<file path="src/rtl/vga_sync_decoder.sv">
// Receive-side VGA timing monitor: recovers drawX/drawY, measures line/frame length, reports lock/errors.
// Optional frame CRC over active RGB enabled by `define VGA_SYNC_DECODER_CRC_EN.
module vga_sync_decoder #(
  parameter int H_ACTIVE    = 640,
  parameter int V_ACTIVE    = 480,
  parameter int H_TOTAL     = 800,
  parameter int V_TOTAL     = 525,
  parameter bit SYNC_POL    = 1'b0,
  parameter int LOCK_FRAMES = 2
) (
  input  logic        pixel_clk,
  input  logic        reset,
  input  logic        hs,
  input  logic        vs,
  input  logic        active_nblank,
  input  logic [7:0]  Red,
  input  logic [7:0]  Green,
  input  logic [7:0]  Blue,
  input  logic        clear_err,
  output logic [9:0]  drawX,
  output logic [9:0]  drawY,
  output logic        pix_valid,
  output logic        line_start,
  output logic        frame_start,
  output logic        locked,
  output logic        h_err,
  output logic        v_err,
  output logic [11:0] h_total_meas,
  output logic [10:0] v_total_meas,
  output logic [15:0] frame_crc
);

  localparam int GW = (LOCK_FRAMES < 2) ? 1 : $clog2(LOCK_FRAMES + 1);
  localparam logic [11:0]   H_TOT_W = 12'(H_TOTAL);
  localparam logic [11:0]   H_ACT_W = 12'(H_ACTIVE);
  localparam logic [10:0]   V_TOT_W = 11'(V_TOTAL);
  localparam logic [10:0]   V_ACT_W = 11'(V_ACTIVE);
  localparam logic [GW-1:0] LOCK_W  = GW'(LOCK_FRAMES);

  typedef enum logic [1:0] {SEARCH, MEASURE, LOCKED} state_t;

  state_t        state_q, state_d;
  logic [GW-1:0] good_q, good_d;

  logic hs_q, vs_q, de_q, hs_p_q, vs_p_q;
  logic hs_edge, vs_edge;

  logic [11:0] pix_cnt_q, de_cnt_q, pix_inc;
  logic [10:0] line_cnt_q, act_lines_q;
  logic        skip_q, line_bad_q;
  logic        line_chk, line_err, v_bad, h_bad_frame, pix_sat, line_sat;
  logic        h_set, v_set;

  logic [9:0]  drawx_q, drawy_q;
  logic        pix_valid_q, line_start_q, frame_start_q, locked_q;
  logic        h_err_q, v_err_q;
  logic [11:0] h_meas_q;
  logic [10:0] v_meas_q;

  // Edge = stage-1 sample at the active level while the previous sample was not.
  assign hs_edge = (hs_q == SYNC_POL) && (hs_p_q != SYNC_POL);
  assign vs_edge = (vs_q == SYNC_POL) && (vs_p_q != SYNC_POL);

  assign pix_inc     = (pix_cnt_q == '1) ? pix_cnt_q : pix_cnt_q + 12'd1;
  assign line_err    = (pix_inc != H_TOT_W) || ((de_cnt_q != '0) && (de_cnt_q != H_ACT_W));
  assign line_chk    = hs_edge && !skip_q && (state_q != SEARCH);
  assign v_bad       = (line_cnt_q != V_TOT_W) || (act_lines_q != V_ACT_W);
  assign h_bad_frame = line_bad_q || (line_chk && line_err);
  assign pix_sat     = (pix_cnt_q == '1) && !hs_edge;
  assign line_sat    = (line_cnt_q == '1) && !vs_edge;

  always_ff @(posedge pixel_clk) begin
    if (reset) begin
      state_q <= SEARCH;
      good_q  <= '0;
    end else begin
      state_q <= state_d;
      good_q  <= good_d;
    end
  end

  always_comb begin
    state_d = state_q;
    good_d  = good_q;
    h_set   = 1'b0;
    v_set   = 1'b0;
    case (state_q)
      SEARCH: begin
        if (vs_edge) begin
          state_d = MEASURE;
          good_d  = '0;
        end
      end
      MEASURE: begin
        if (vs_edge) begin
          if (h_bad_frame || v_bad) begin
            good_d = '0;
            h_set  = h_bad_frame;
            v_set  = v_bad;
          end else begin
            good_d = good_q + GW'(1);
            if (good_q + GW'(1) == LOCK_W) state_d = LOCKED;
          end
        end
      end
      LOCKED: begin
        if (line_chk && line_err) begin
          h_set   = 1'b1;
          state_d = MEASURE;
          good_d  = '0;
        end
        if (vs_edge && v_bad) begin
          v_set   = 1'b1;
          state_d = MEASURE;
          good_d  = '0;
        end
      end
      default: begin
        state_d = SEARCH;
        good_d  = '0;
      end
    endcase
    // A missing sync for a whole counter range means the link is gone, not just mistimed.
    if (pix_sat) begin
      h_set   = 1'b1;
      state_d = SEARCH;
      good_d  = '0;
    end
    if (line_sat) begin
      v_set   = 1'b1;
      state_d = SEARCH;
      good_d  = '0;
    end
  end

  always_ff @(posedge pixel_clk) begin
    if (reset) begin
      hs_q <= ~SYNC_POL;  hs_p_q <= ~SYNC_POL;
      vs_q <= ~SYNC_POL;  vs_p_q <= ~SYNC_POL;
      de_q <= 1'b0;
      pix_cnt_q <= '0;  line_cnt_q <= '0;  de_cnt_q <= '0;  act_lines_q <= '0;
      skip_q <= 1'b1;  line_bad_q <= 1'b0;
      drawx_q <= '0;  drawy_q <= '0;  pix_valid_q <= 1'b0;
      line_start_q <= 1'b0;  frame_start_q <= 1'b0;  locked_q <= 1'b0;
      h_err_q <= 1'b0;  v_err_q <= 1'b0;
      h_meas_q <= '0;  v_meas_q <= '0;
    end else begin
      hs_q <= hs;  hs_p_q <= hs_q;
      vs_q <= vs;  vs_p_q <= vs_q;
      de_q <= active_nblank;

      pix_cnt_q    <= hs_edge ? 12'd0 : pix_inc;
      line_start_q <= hs_edge;
      if (hs_edge) h_meas_q <= pix_inc;

      frame_start_q <= vs_edge;
      if (vs_edge) begin
        v_meas_q   <= line_cnt_q;
        line_cnt_q <= '0;
      end else if (hs_edge && line_cnt_q != '1) begin
        line_cnt_q <= line_cnt_q + 11'd1;
      end

      if (hs_edge)                        de_cnt_q <= '0;
      else if (de_q && de_cnt_q != '1)    de_cnt_q <= de_cnt_q + 12'd1;

      if (vs_edge)                                                act_lines_q <= '0;
      else if (hs_edge && de_cnt_q != '0 && act_lines_q != '1)    act_lines_q <= act_lines_q + 11'd1;

      pix_valid_q <= de_q;
      if (de_q) begin
        drawx_q <= de_cnt_q[9:0];
        drawy_q <= act_lines_q[9:0];
      end

      // The line in progress when SEARCH exits is partial, so its hs edge is not judged.
      if (state_q == SEARCH) skip_q <= 1'b1;
      else if (hs_edge)      skip_q <= 1'b0;

      if (vs_edge)                   line_bad_q <= 1'b0;
      else if (line_chk && line_err) line_bad_q <= 1'b1;

      locked_q <= (state_q == LOCKED);
      h_err_q  <= h_set | (h_err_q & ~clear_err);
      v_err_q  <= v_set | (v_err_q & ~clear_err);
    end
  end

`ifdef VGA_SYNC_DECODER_CRC_EN
  logic [23:0] rgb_q;
  logic [15:0] crc_q, frame_crc_q;

  function automatic logic [15:0] crc_step24(input logic [15:0] c, input logic [23:0] d);
    logic [15:0] r;
    r = c;
    for (int i = 23; i >= 0; i--) begin
      if (r[15] ^ d[i]) r = {r[14:0], 1'b0} ^ 16'h1021;
      else              r = {r[14:0], 1'b0};
    end
    return r;
  endfunction

  always_ff @(posedge pixel_clk) begin
    if (reset) begin
      rgb_q       <= '0;
      crc_q       <= 16'hFFFF;
      frame_crc_q <= '0;
    end else begin
      rgb_q <= {Red, Green, Blue};
      if (vs_edge) begin
        frame_crc_q <= crc_q;
        crc_q       <= 16'hFFFF;
      end else if (de_q) begin
        crc_q <= crc_step24(crc_q, rgb_q);
      end
    end
  end

  assign frame_crc = frame_crc_q;
`else
  logic unused_rgb;
  assign unused_rgb = ^{Red, Green, Blue};
  assign frame_crc  = '0;
`endif

  assign drawX        = drawx_q;
  assign drawY        = drawy_q;
  assign pix_valid    = pix_valid_q;
  assign line_start   = line_start_q;
  assign frame_start  = frame_start_q;
  assign locked       = locked_q;
  assign h_err        = h_err_q;
  assign v_err        = v_err_q;
  assign h_total_meas = h_meas_q;
  assign v_total_meas = v_meas_q;

endmodule
</file>
<file path="config.mk">
export PLATFORM = sky130hd
export DESIGN_NAME = vga_sync_decoder
export DESIGN_NICKNAME = d
export VERILOG_FILES = /design/src/rtl/vga_sync_decoder.sv
export SDC_FILE = /design/constraint.sdc
export NUM_CORES = 1
export LEC_CHECK = 0
export ABC_AREA = 1
export BUFFER_PORTS_ARGS = -buffer_cell sky130_fd_sc_hd__buf_4
export CAP_MARGIN = 20
export CORE_MARGIN = 5
export CORE_UTILIZATION = 50
export DETAILED_ROUTE_END_ITERATION = 7
export PLACE_DENSITY = 0.83
export SETUP_SLACK_MARGIN = 0.15
export SLEW_MARGIN = 0
export SYNTH_ARGS = -nofsm -noshare
export SYNTH_HDL_FRONTEND = slang
export SYNTH_SLANG_ARGS = --single-unit
</file>
<file path="constraint.sdc">
create_clock -name pixel_clk -period 3.4 [get_ports pixel_clk]
set_input_delay 0.68 -clock pixel_clk [delete_from_list [all_inputs] [get_ports pixel_clk]]
set_output_delay 0.68 -clock pixel_clk [all_outputs]
set_load 0.01 [all_outputs]
</file>
==> impl_metrics.env, run 1 <==
export IMPL_synth_cell_types=37
export IMPL_clock_fmax_mhz=423
export IMPL_fin_util=0.587
export IMPL_nets=715
export IMPL_yosysWarnings=0
export IMPL_vias=4133
export IMPL_status="finished clean"
export IMPL_clock_sinks=106
export IMPL_htreeDepth=3
export IMPL_grt_pass1_wl_mm=17.8
export IMPL_maxSlewViolCount=0
export IMPL_nFillCells=785
export IMPL_crit_fanout=7
export IMPL_clock_root_buffer="clkbuf_8"
export IMPL_gp_congestion=0.900
export IMPL_relSlewSlack=0.580
export IMPL_synth_xor_xnor_area_share=0.0166
export IMPL_avgRoutedWirePerCell_um=13.2
export IMPL_die_area_um2=11500
export IMPL_antenna_found_initial=0
export IMPL_clockBufferDepth=2
export IMPL_hold_violations=0
export IMPL_postCtsHoldBufs=0
export IMPL_final_cell_mix="nand2_1, dfxtp_1, inv_1, o21ai_0, buf_4"
export IMPL_cp_start_kind="register"
export IMPL_worst_hold_path_type="register to register"
export IMPL_worstMarginPinSlew_ns=0.629
export IMPL_ir_drop_uv=214
export IMPL_grt_ovfl_total=0
export IMPL_async_flop_share=0
export IMPL_grt_max_degree=40
export IMPL_start_util=0.513
export IMPL_grt_pass1_vias=3892
export IMPL_insertion_delay_ns=0.37
export IMPL_numCtsBuffers=9
export IMPL_end_kind="register"
export IMPL_synth_main_ff_cell="dfxtp_1"
export IMPL_final_setup_tns_ns=0
export IMPL_synth_simple_area_share=0.262
export IMPL_detail_route_antenna_nets=0
export IMPL_drt_initial_drc_count=408
export IMPL_grt_met3_usage=0.0306
export IMPL_period_share=0.695
export IMPL_cts_resized=0
export IMPL_wirelength_mm=10.7
export IMPL_track_usage=0.188
export IMPL_busiest_layer="met2"
export IMPL_avgSynthCellArea_um2=7.61
export IMPL_io_pins=95
export IMPL_num_antenna_cells=0
export IMPL_synth_area_leader_cell="dfxtp_1"
export IMPL_synth_top_family_by_area="simple AND/OR/NAND/NOR gates"
export IMPL_rows=35
export IMPL_routed_via_density=5.12
export IMPL_met2_usage=0.321
export IMPL_fin_crit_ns=2.36
export IMPL_syn_to_final_growth_pct=14.4
export IMPL_hpwl_mm=7.66
export IMPL_finClkSkew_ns=0.0138
export IMPL_synth_area_um2=4740
export IMPL_synth_edff_count=0
export IMPL_ys_seq_area_frac=0.447
export IMPL_netlist_area_leader_share=0.447
export IMPL_io_buffers=54
export IMPL_post_cts_buffers=0
export IMPL_core_area_um2=9240
export IMPL_fp_dieH_um=107
export IMPL_synth_compound_area_share=0.137
export IMPL_drive_above_1_share=0.150
export IMPL_path_clk_slew_ns=0.09
export IMPL_gr_usage_met1=0.237
export IMPL_synth_area_top_cells="dfxtp_1, nand2_1, inv_1"
export IMPL_p_leak_nw=2.28
export IMPL_drc=0
export IMPL_synthAdderAreaFrac=0.0290
export IMPL_rsz0062_at_grt="false"
export IMPL_power_density_nw_per_um2=454
export IMPL_firstDrtPassIters=5
export IMPL_drv_cap=0
export IMPL_synth_mux_area_frac=0
export IMPL_whs_ns=0.426
export IMPL_chipWidth_um=107
export IMPL_crit_required_ns=3.66
export IMPL_setup_violations=0
export IMPL_cts_tree="done"
export IMPL_worst_setup_path_type="register to register"
export IMPL_ys_ff_latch=106
export IMPL_synth_cells=623
export IMPL_cp_arrival_ns=2.63
## layer usage
layer | vias up | wire [µm]
met2 | 123 | 5070
met4 | 0 | 214
met3 | 22 | 491
li1 | 2090 | -
met1 | 1898 | 4910
met5 | - | 0
## critical path, cell delays in order, from the launching register on
cell,delay (ns)
dfxtp_1,0.42
ha_1,0.27
nand2_4,0.12
nor2_8,0.14
nand3_4,0.12
xor2_1,0.29
nand2_1,0.12
nor2_2,0.14
nand3_2,0.10
nand2_4,0.12
nand4_1,0.11
nand2_1,0.12
nand3_1,0.08
nand2_1,0.07
nor2_1,0.04
## path summary, 6_finish.rpt
path                      startpoint                       to  slack (ns)  cells after the start
max          pix_cnt_q[1]$_SDFF_PP0_  state_q[0]$_SDFFE_PP0P_        1.04                     14
min                  vs_q$_SDFF_PP1_        vs_p_q$_SDFF_PP1_        0.43                      2
max reg2reg  pix_cnt_q[1]$_SDFF_PP0_  state_q[0]$_SDFFE_PP0P_        1.04                     14
min reg2reg          vs_q$_SDFF_PP1_        vs_p_q$_SDFF_PP1_        0.43                      2
## cell families after synthesis
logic type | after synthesis
flops | 106
xor+xnor | 9
other cells | 1
simple gates | 254
buf+inv | 119
compound gates | 123
fa+ha+maj | 11
## where the power goes
group          internal (mW)  leakage, nW  switching (mW)
clock network          0.438        0.111           0.421
logic                  0.106         1.31           0.192
registers               1.28        0.861          0.0273
## through the flow
step / instances / worst slack (ns) / instance area, µm² / power, mW
final: 808 / 1.04 / 5430 / 2.47
after global routing: 808 / 0.911 / 5430 / 2.57
after CTS: 808 / 1.09 / 5430 / 2.48
after detailed placement: 792 / 1.10 / 5210 / 1.63
after global placement: 792 / 1.22 / 5210 / 1.61
after floorplan: 638 / 1.45 / 4800 / 1.55
## cell type report
type	instances	area, µm²	share of cell area
inverters	87	327	0.0602
repair buffers	57	428	0.0789
clock inverters	4	73.8	0.0136
clock buffers	12	145	0.0267
well taps	129	161	0.0297
multi-input cells	413	2170	0.400
flip-flops and latches	106	2120	0.391
## synth_stat cells, drive strengths merged (2+ instances only)
cell type / n
buf: 16
or2: 4
ha: 11
o21ai: 61
clkbuf: 16
nor3: 17
nand3b: 3
nand4: 16
nor2: 64
xor2: 5
dfxtp: 106
xnor2: 4
a21o: 2
nand2: 111
inv: 86
nand3: 30
nor4: 7
a21oi: 55
## flip-flops by register name, indices dropped and copies added, names as in the netlist, 2 cells and up
signal and count:
act_lines_q 11, de_cnt_q 12, drawX 10, drawY 10, good_q 2, h_total_meas 12
line_cnt_q 11, pix_cnt_q 12, state_q 2, v_total_meas 11
No activity file was read; power rests on OpenSTA's default activity.
==> run 2: changes to the inputs <==
--- a/config.mk
+++ b/config.mk
@@ -5,13 +5,13 @@
 export SDC_FILE = /design/constraint.sdc
 export NUM_CORES = 1
 export LEC_CHECK = 0
-export ABC_AREA = 1
+export ABC_AREA = 0
 export BUFFER_PORTS_ARGS = -buffer_cell sky130_fd_sc_hd__buf_4
 export CAP_MARGIN = 20
 export CORE_MARGIN = 5
-export CORE_UTILIZATION = 50
+export CORE_UTILIZATION = 49
 export DETAILED_ROUTE_END_ITERATION = 7
-export PLACE_DENSITY = 0.83
+export PLACE_DENSITY = 0.84
 export SETUP_SLACK_MARGIN = 0.15
 export SLEW_MARGIN = 0
 export SYNTH_ARGS = -nofsm -noshare
==> constraint.sdc (replaced) <==
create_clock -name pixel_clk -period 2 [get_ports pixel_clk]
set_input_delay 0.4 -clock pixel_clk [delete_from_list [all_inputs] [get_ports pixel_clk]]
set_output_delay 0.4 -clock pixel_clk [all_outputs]
set_load 0.01 [all_outputs]
==> impl_metrics.env, run 2 <==
export IMPL_fp_dieH_um=108
export IMPL_avgRoutedWirePerCell_um=15.5
export IMPL_drv_cap=0
export IMPL_drt_initial_drc_count=200
export IMPL_grt_pass1_vias=4015
export IMPL_netlist_area_leader_share=0.451
export IMPL_grt_max_degree=26
export IMPL_whs_ns=0.219
export IMPL_crit_chain="buf_4 > nand2_1 > nor3_4 > mux2i_2 > buf_4 > nor4_4 > a31oi_4 > o211a_1 > nor3_2"
export IMPL_critPathTopFamily="simple AND/OR/NAND/NOR gates"
export IMPL_ys_ff_latch=106
export IMPL_clock_fmax_mhz=467
export IMPL_cp_arrival_ns=2.43
export IMPL_final_cell_area_um2=6220
export IMPL_nets=688
export IMPL_maxSlewViolCount=0
export IMPL_start_util=0.507
export IMPL_track_usage=0.199
export IMPL_ir_drop_uv=399
export IMPL_synth_mux_area_frac=0.0553
export IMPL_insertion_delay_ns=0.37
export IMPL_num_antenna_cells=0
export IMPL_slowest_delay_ns=0.37
export IMPL_vias=4198
export IMPL_synth_edff_count=0
export IMPL_rsz0062_at_grt="true"
export IMPL_avgSynthCellArea_um2=8.77
export IMPL_worstMarginPinSlew_ns=0.521
export IMPL_crit_fanout=8
export IMPL_final_common_cell="buf_4"
export IMPL_grt_ovfl_total=0
export IMPL_dp_cells=760
export IMPL_core_area_um2=9280
export IMPL_synth_area_leader_cell="dfxtp_1"
export IMPL_worst_path_buf_inv=2
export IMPL_cp_start_kind="register"
export IMPL_drive_above_1_share=0.322
export IMPL_syn_to_final_growth_pct=32.0
export IMPL_violations="setup timing"
export IMPL_stdcell_count=781
export IMPL_fin_util=0.670
export IMPL_chipWidth_um=108
export IMPL_cts_tree="done"
export IMPL_clock_sinks=106
export IMPL_io_buffers=54
export IMPL_firstDrtPassIters=5
export IMPL_synth_main_ff_cell="dfxtp_1"
export IMPL_clockBufferDepth=2
export IMPL_gp_congestion=0.902
export IMPL_yosysWarnings=0
export IMPL_fin_crit_ns=2.14
export IMPL_io_pins=95
export IMPL_numCtsBuffers=9
export IMPL_htreeDepth=3
export IMPL_worst_setup_path_type="register to register"
export IMPL_detail_route_antenna_nets=0
export IMPL_status="complete, but fails checks"
export IMPL_crit_required_ns=2.29
export IMPL_rows=35
export IMPL_synth_compound_area_share=0.103
export IMPL_routed_via_density=5.38
export IMPL_final_cell_mix="buf_4, nor2_1, dfxtp_1, nand2_1, mux2i_1"
export IMPL_synth_area_top_cells="dfxtp_1, nor2_1, mux2i_1"
export IMPL_path_common_cell="buf_4"
export IMPL_async_flop_share=0
export IMPL_post_place_ws_ns=-0.157
export IMPL_path_clk_slew_ns=0.10
export IMPL_fin_ws_ns=-0.140
export IMPL_wirelength_mm=12.1
export IMPL_ys_top_cells_by_count="dfxtp_1, nor2_1, nand2_1, a21oi_1, mux2i_1"
export IMPL_synth_most_common_cell="dfxtp_1"
export IMPL_setup_violations=7
export IMPL_clock_root_buffer="clkbuf_8"
export IMPL_relSlewSlack=0.649
export IMPL_worst_hold_path_type="input port to register"
export IMPL_reg2regPathDepth=9
export IMPL_holdPathStages=2
export IMPL_antenna_found_initial=0
export IMPL_synth_area_um2=4710
export IMPL_finClkSkew_ns=0.0131
export IMPL_p_leak_nw=2.48
export IMPL_drc=0
export IMPL_postCtsHoldBufs=0
export IMPL_synth_simple_area_share=0.253
export IMPL_synthAdderAreaFrac=0.0292
export IMPL_hpwl_mm=8.11
export IMPL_synth_cells=537
export IMPL_synth_cell_types=59
export IMPL_ys_seq_area_frac=0.451
export IMPL_cpMaxStageDelayCell="dfxtp_2"
export IMPL_synth_xor_xnor_area_share=0.0539
export IMPL_die_area_um2=11700
export IMPL_hold_violations=0
export IMPL_nFillCells=720
export IMPL_worst_path_stages=9
export IMPL_end_kind="register"
export IMPL_placed_area_um2=5680
export IMPL_synth_top_family_by_area="simple AND/OR/NAND/NOR gates"
export IMPL_power_density_nw_per_um2=636
export IMPL_grt_pass1_wl_mm=18.9
export IMPL_period_share=1.07
-- run 2: changes by cell type in the layout (fill, tap and decap cells not counted), sizes merged, moves of 12 or more --
cell / change
nand2: -66
o21ai: -46
nor2: +32
a21oi: -28
buf: +67
xnor2: +12
mux2i: +26
inv: -74
-- run 2: metrics by stage --
stage | TNS (ns) | power, mW
floorplan | -0.166 | 2.44
CTS | -0.370 | 3.94
finish | -0.580 | 3.95
detailed placement | -0.662 | 2.54
global placement | -0.412 | 2.52
global route | -1.56 | 4.08
-- run 2: layout make-up --
cell class | count | area [µm²] | share of cell area
Multi-Input combinational cell | 394 | 2670 | 0.430
Inverter | 12 | 45.0 | 0.00725
Clock inverter | 3 | 43.8 | 0.00705
Timing Repair Buffer | 124 | 966 | 0.155
Clock buffer | 13 | 170 | 0.0274
Tap cell | 129 | 161 | 0.0260
Sequential cell | 106 | 2160 | 0.347
-- run 2: repair_timing --
action,in CTS,in global routing
buffers inserted,5,0
pin swaps,25,19
endpoints found under the setup margin,15,32
resized for setup,35,39
cloned,0,0
-- run 2: per-layer routing --
metal	track usage	up-vias	wire length [µm]
met5	0	-	0
met3	0.0322	25	628
met4	0.0730	0	255
li1	-	2026	-
met2	0.348	114	6220
met1	0.246	2033	5000
-- run 2: kinds of logic (layout without fill, tap and decap cells) --
kind of cell               count (synthesis)  in the layout
other                                      1             16
AOI/OAI and AO/OA                         73             73
DFF                                      106            106
xor gates and xnor gates                  29             29
buffers and inverters                     52            152
muxes                                     26             26
adders and majority gates                 11             11
and+or+nand+nor                          239            239
-- run 2: worst reg2reg max path, stage by stage (launching register included) --
cell and delay [ns]:
dfxtp_2 0.37, buf_4 0.16, nand2_1 0.13, nor3_4 0.23, mux2i_2 0.11, buf_4 0.17, nor4_4 0.33, a31oi_4 0.20
o211a_1 0.26, nor3_2 0.12
-- run 2: worst paths after layout --
path                                                    from                      endpoint  slack (ns)
worst max-delay path                 pix_cnt_q[6]$_SDFF_PP0_       state_q[0]$_SDFFE_PP0P_       -0.14
worst min-delay path                                      vs               vs_q$_SDFF_PP1_        0.22
worst max register to register       pix_cnt_q[6]$_SDFF_PP0_       state_q[0]$_SDFFE_PP0P_       -0.14
worst min register to register  h_total_meas[2]$_SDFFE_PP0P_  h_total_meas[2]$_SDFFE_PP0P_        0.46
-- run 2: power by group --
group | internal (mW) | switching (mW) | leakage (nW)
sequential | 2.13 | 0.0232 | 0.867
clock | 0.694 | 0.735 | 0.109
combinational | 0.152 | 0.212 | 1.50
